$ cat src/rtl/speed_ctrl.sv
// speed_ctrl: debounced faster/slower/pause buttons driving a saturating 2-bit speed level.
// Define SPEED_CTRL_AUTO_EN to also raise the level once every AUTO_STEP score pulses.
module speed_ctrl #(
  parameter int DEBOUNCE_CYCLES = 500000,
  parameter int INIT_LEVEL      = 1,
  parameter int AUTO_STEP       = 10
) (
  input  logic       clk,
  input  logic       rst_n,
  input  logic       btn_up,
  input  logic       btn_down,
  input  logic       btn_pause,
  input  logic       score_pulse,
  output logic [1:0] level,
  output logic [1:0] clk_rate,
  output logic       run_en,
  output logic       level_up
);

  localparam int              CW       = $clog2(DEBOUNCE_CYCLES);
  localparam logic [CW-1:0]   CNT_LAST = CW'(DEBOUNCE_CYCLES - 1);
  localparam logic [1:0]      INIT_LVL = 2'(INIT_LEVEL);

  typedef enum logic {RUN, PAUSED} run_state_t;

  // Bit order in every per-button vector: [0] up, [1] down, [2] pause.
  logic [2:0] btn_raw;
  logic [2:0] sync1;
  logic [2:0] sync2;
  logic [2:0] deb;
  logic [2:0] deb_d;
  logic [2:0] press;

  run_state_t state;
  run_state_t state_next;
  logic       auto_inc;
  logic [2:0] level_sum;
  logic [1:0] level_next;

  assign btn_raw = {btn_pause, btn_down, btn_up};

  always_ff @(posedge clk or negedge rst_n) begin
    if (!rst_n) begin
      sync1 <= '0;
      sync2 <= '0;
      deb_d <= '0;
    end else begin
      sync1 <= btn_raw;
      sync2 <= sync1;
      deb_d <= deb;
    end
  end

  for (genvar i = 0; i < 3; i++) begin : g_deb
    logic [CW-1:0] cnt_q;
    logic          deb_q;

    always_ff @(posedge clk or negedge rst_n) begin
      if (!rst_n) begin
        cnt_q <= '0;
        deb_q <= 1'b0;
      end else if (sync2[i] == deb_q) begin
        cnt_q <= '0;
      end else if (cnt_q == CNT_LAST) begin
        deb_q <= sync2[i];
        cnt_q <= '0;
      end else begin
        cnt_q <= cnt_q + 1'b1;
      end
    end

    assign deb[i] = deb_q;
  end

  assign press = deb & ~deb_d;

`ifdef SPEED_CTRL_AUTO_EN
  logic [7:0] auto_cnt;
  logic       auto_hit;

  // Score pulses only count while the game is running.
  assign auto_hit = score_pulse && run_en;
  assign auto_inc = auto_hit && (auto_cnt == 8'(AUTO_STEP - 1));

  always_ff @(posedge clk or negedge rst_n) begin
    if (!rst_n) begin
      auto_cnt <= '0;
    end else if (auto_hit) begin
      auto_cnt <= auto_inc ? 8'd0 : auto_cnt + 8'd1;
    end
  end
`else
  localparam int auto_step_unused = AUTO_STEP;
  logic score_unused;

  assign score_unused = score_pulse;
  assign auto_inc     = 1'b0;
`endif

  always_ff @(posedge clk or negedge rst_n) begin
    if (!rst_n) begin
      state <= RUN;
    end else begin
      state <= state_next;
    end
  end

  always_comb begin
    state_next = state;
    if (press[2]) begin
      state_next = (state == RUN) ? PAUSED : RUN;
    end
  end

  assign run_en = (state == RUN);

  // Add the increments first, then the saturating decrement, so up+down cancels.
  always_comb begin
    level_sum = {1'b0, level} + {2'b00, press[0]} + {2'b00, auto_inc};
    if (press[1] && (level_sum != 3'd0)) begin
      level_sum = level_sum - 3'd1;
    end
    level_next = (level_sum > 3'd3) ? 2'd3 : level_sum[1:0];
  end

  always_ff @(posedge clk or negedge rst_n) begin
    if (!rst_n) begin
      level    <= INIT_LVL;
      clk_rate <= ~INIT_LVL;
      level_up <= 1'b0;
    end else begin
      level    <= level_next;
      clk_rate <= ~level_next;
      level_up <= (level_next > level);
    end
  end

endmodule
$ cat config.mk
export PLATFORM = sky130hd
export DESIGN_NAME = speed_ctrl
export DESIGN_NICKNAME = d
export VERILOG_FILES = /design/src/rtl/speed_ctrl.sv
export SDC_FILE = /design/constraint.sdc
export NUM_CORES = 1
export LEC_CHECK = 0
export BUFFER_PORTS_ARGS = -buffer_cell sky130_fd_sc_hd__buf_2
export CAP_MARGIN = 20
export CORE_AREA = 2 2 112 114
export DETAILED_ROUTE_END_ITERATION = 7
export DIE_AREA = 0 0 114 116
export MAX_ROUTING_LAYER = met4
export SLEW_MARGIN = 10
export SYNTH_ARGS = -nofsm -noshare
export SYNTH_HDL_FRONTEND = slang
export SYNTH_SLANG_ARGS = --single-unit
$ cat constraint.sdc
create_clock -name clk -period 6.1 [get_ports clk]
set_input_delay 1.22 -clock clk [delete_from_list [all_inputs] [get_ports clk]]
set_output_delay 1.22 -clock clk [all_outputs]
set_load 0.01 [all_outputs]
==> flow_metrics.tcl <==
set metrics [dict create \
    period_minus_slack_ns 2.81 \
    antenna_left 0 \
    slew_headroom_pct 38.2 \
    ys_top_cells_by_count "dfrtp_1 (73), nor2_1 (44), xnor2_1 (25)" \
    syn_to_final_growth_pct 16.1 \
    vdd_drop_max_v 0.000160 \
    clock_skew_ns 0.00630 \
    vias_per_cell 4.91 \
    async_reset_ff_share_pct 100 \
    crit_type "flip-flop to flip-flop" \
    cts_buffer_depth 2 \
    syn_area_sq_mm 0.00351 \
    wl_per_cell_um 12.1 \
    yosys-top-cells-area "dfrtp_1 (52%), xnor2_1 (6.2%), nor2_1 (4.7%)" \
    tightestPinTransition_ns 0.927 \
    antennaDiodeCount 0 \
    grt_setup_unrepaired "false" \
    fin_cells 516 \
    clock-sinks 75 \
    power_density_mw_per_mm2 270 \
    cts_made_buffers 9 \
    fin_area_sq_mm 0.00408 \
    critPathArrivalTime_ns 3.02 \
    via_count 2533 \
    gp_routability_congestion 0.830 \
    wirelength_um 6260 \
    fin_tns_setup_ns 0 \
    synth_top_flop_cell "dfrtp_1" \
    rows 40 \
    setup_violations 0 \
    drive_gt1_share_pct 10.0 \
    fin_crit_sh_pct 46.1 \
    grt_pass1_wl_um 11400 \
    core_area_sq_mm 0.0119 \
    hold_class "flip-flop to flip-flop" \
    cts_root_buffer "clkbuf_16" \
    status "finished clean" \
    crit_path_end_kind "flip-flop" \
    drtIter0Drc 175 \
    place_ws_ns 3.31 \
    placed_cell_area_sq_mm 0.00376 \
    synth_cell_types 34 \
    critPathSlowestCell "nor3b_1" \
    overflow 0 \
    postSynthCellCount 344 \
    die_w_um 114 \
    antenna_found_initial 0 \
    die-area_sq_mm 0.0132 \
    worstPathCellList "nor2b_1, ha_1, ha_1, inv_1, ha_1, ha_1, nor3b_1, nand3_1, o31a_1, ha_1, a21oi_1, a21oi_1" \
    clk_pin_slew_ns 0.06 \
    grt_start_max_net_pins 76 \
    die_h_um 116 \
    final_core_util_pct 34.3 \
    yosysTopAreaCellShare_pct 52.0 \
    drv_slew 0 \
    worstSkewPairLatency_ns 0.33 \
    drt_first_pass_iters 4 \
    cp.required_ns 6.31 \
    layout.nets 379 \
    synth.avg_cell_area_sq_um 10.2 \
    synth_edf_count 0 \
    start_kind "flip-flop" \
    ff2ff_setup_slack_ns 3.29 \
    tritoncts "built" \
    drcViolationCount 0 \
    initial_core_util_pct 29.5 \
    crit_path_max_fanout 5 \
    critical_path.top_delay_family "adder cells" \
    yosys.cell_count.top_type "dfrtp_1" \
    synth_seq_cells 75 \
    grt_pass1_vias 2603 \
    synthesis.nets 359 \
    crit_top_cell "ha_1" \
    io_pins 12 \
    fmax_mhz 356 \
    cpPeakStageDelay_ns 0.46 \
    yosysWarnings 0 \
    yosysTopAreaCell "dfrtp_1" \
    hold_viol_final 0 \
    htreeDepth 3 \
    cts_resized 0 \
    grt_usage_pct 11.0 \
    cts_setup_buffers 0 \
    place_inst 500 \
    worst-path-buf-inv 1 \
    maxCapViolCount 0 \
    seq_area_frac_synth_pct 53.5 \
    fin_ws_ns 3.29 \
    holdBufCountCts 0 \
    dp_hpwl_um 4220 \
    portBuffers 10 \
    leakagePower_nw 1.64 \
]
==> cells by family (layout without fill, tap and decap cells) <==
kind of cell | Yosys count | count (layout) | share of synthesized area [%]
AO/OA/AOI/OAI | 37 | 37 | 6.20
XOR/XNOR | 40 | 40 | 9.97
adder cells (fa/ha/maj) | 9 | 9 | 3.21
buffers and inverters | 25 | 50 | 2.78
flip-flops | 75 | 75 | 53.5
multiplexers | 3 | 3 | 0.961
AND/OR/NAND/NOR | 155 | 155 | 23.4
==> flip-flops by register name, indices dropped and copies added (netlist names) <==
| register | count |
|---|---|
| g_deb.cnt_q | 57 |
| g_deb.deb_q | 3 |
| deb_d | 3 |
| state | 1 |
| level_up | 1 |
| sync2 | 3 |
| sync1 | 3 |
| clk_rate | 2 |
| level | 2 |
==> power breakdown <==
group / total (W) / switching, W / internal [W] / leakage (nW)
Combinational: 0.0000293 / 0.0000210 / 0.00000826 / 0.483
Clock: 0.000561 / 0.000203 / 0.000358 / 0.141
Sequential: 0.000510 / 0.00000584 / 0.000505 / 1.01
==> final cells by class <==
type	count	area [sq um]
clock buffers	10	229
inverters	21	78.8
multi-input cells	244	1540
well taps	147	184
repair buffers	13	82.6
fillers	1202	7830
clock inverters	6	90.1
flip-flops and latches	75	1880
==> routing by layer <==
| metal | vias to the layer above | wire, um | GRT usage, % |
|---|---|---|---|
| met5 | - | 0 | - |
| met4 | 0 | 30 | 3.41 |
| met3 | 2 | 162 | 2.82 |
| met2 | 30 | 3050 | 18.0 |
| met1 | 1247 | 3020 | 13.3 |
| li1 | 1254 | - | - |
==> stage by stage <==
step / power, W / hold slack [ns]
after floorplan: 0.000532 / 0.331
after global placement: 0.000548 / 0.335
after detailed placement: 0.000550 / 0.339
after CTS: 0.00112 / 0.353
after global routing: 0.00115 / 0.361
final: 0.00110 / 0.352
==> path summary, 6_finish.rpt <==
| kind | from | endpoint | depth (start not counted) |
|---|---|---|---|
| worst max-delay path | g_deb[0].deb_q$_DFFE_PN0P_ | level_up$_DFF_PN0_ | 12 |
| worst max register to register | g_deb[0].deb_q$_DFFE_PN0P_ | level_up$_DFF_PN0_ | 12 |
| worst min register to register | sync1[1]$_DFF_PN0_ | sync2[1]$_DFF_PN0_ | 0 |
| min in group asynchronous | rst_n | level[1]$_DFF_PN0_ | 1 |
| max in group asynchronous | rst_n | g_deb[1].cnt_q[16]$_DFF_PN0_ | 1 |
| worst min-delay path | sync1[1]$_DFF_PN0_ | sync2[1]$_DFF_PN0_ | 0 |
==> placed cells by master (no fill, tap or decap), types with 3 or more instances in the layout <==
cell and instances:
and3_1 6, o31ai_1 7, clkinvlp_4 4, dfrtp_1 73, or3_1 10, or4_1 10, o21ai_0 8, and2_1 3
buf_2 9, ha_1 9, clkbuf_16 9, nand2_1 17, nor4_1 9, mux2_2 3, a21oi_1 17, inv_1 21
nor2_1 44, nand4_1 12, xnor2_1 25, nand3_1 24, nor2b_1 3, nor3_1 7, nor4bb_1 3, xor2_1 15
(Power assumes the default switching activity.)
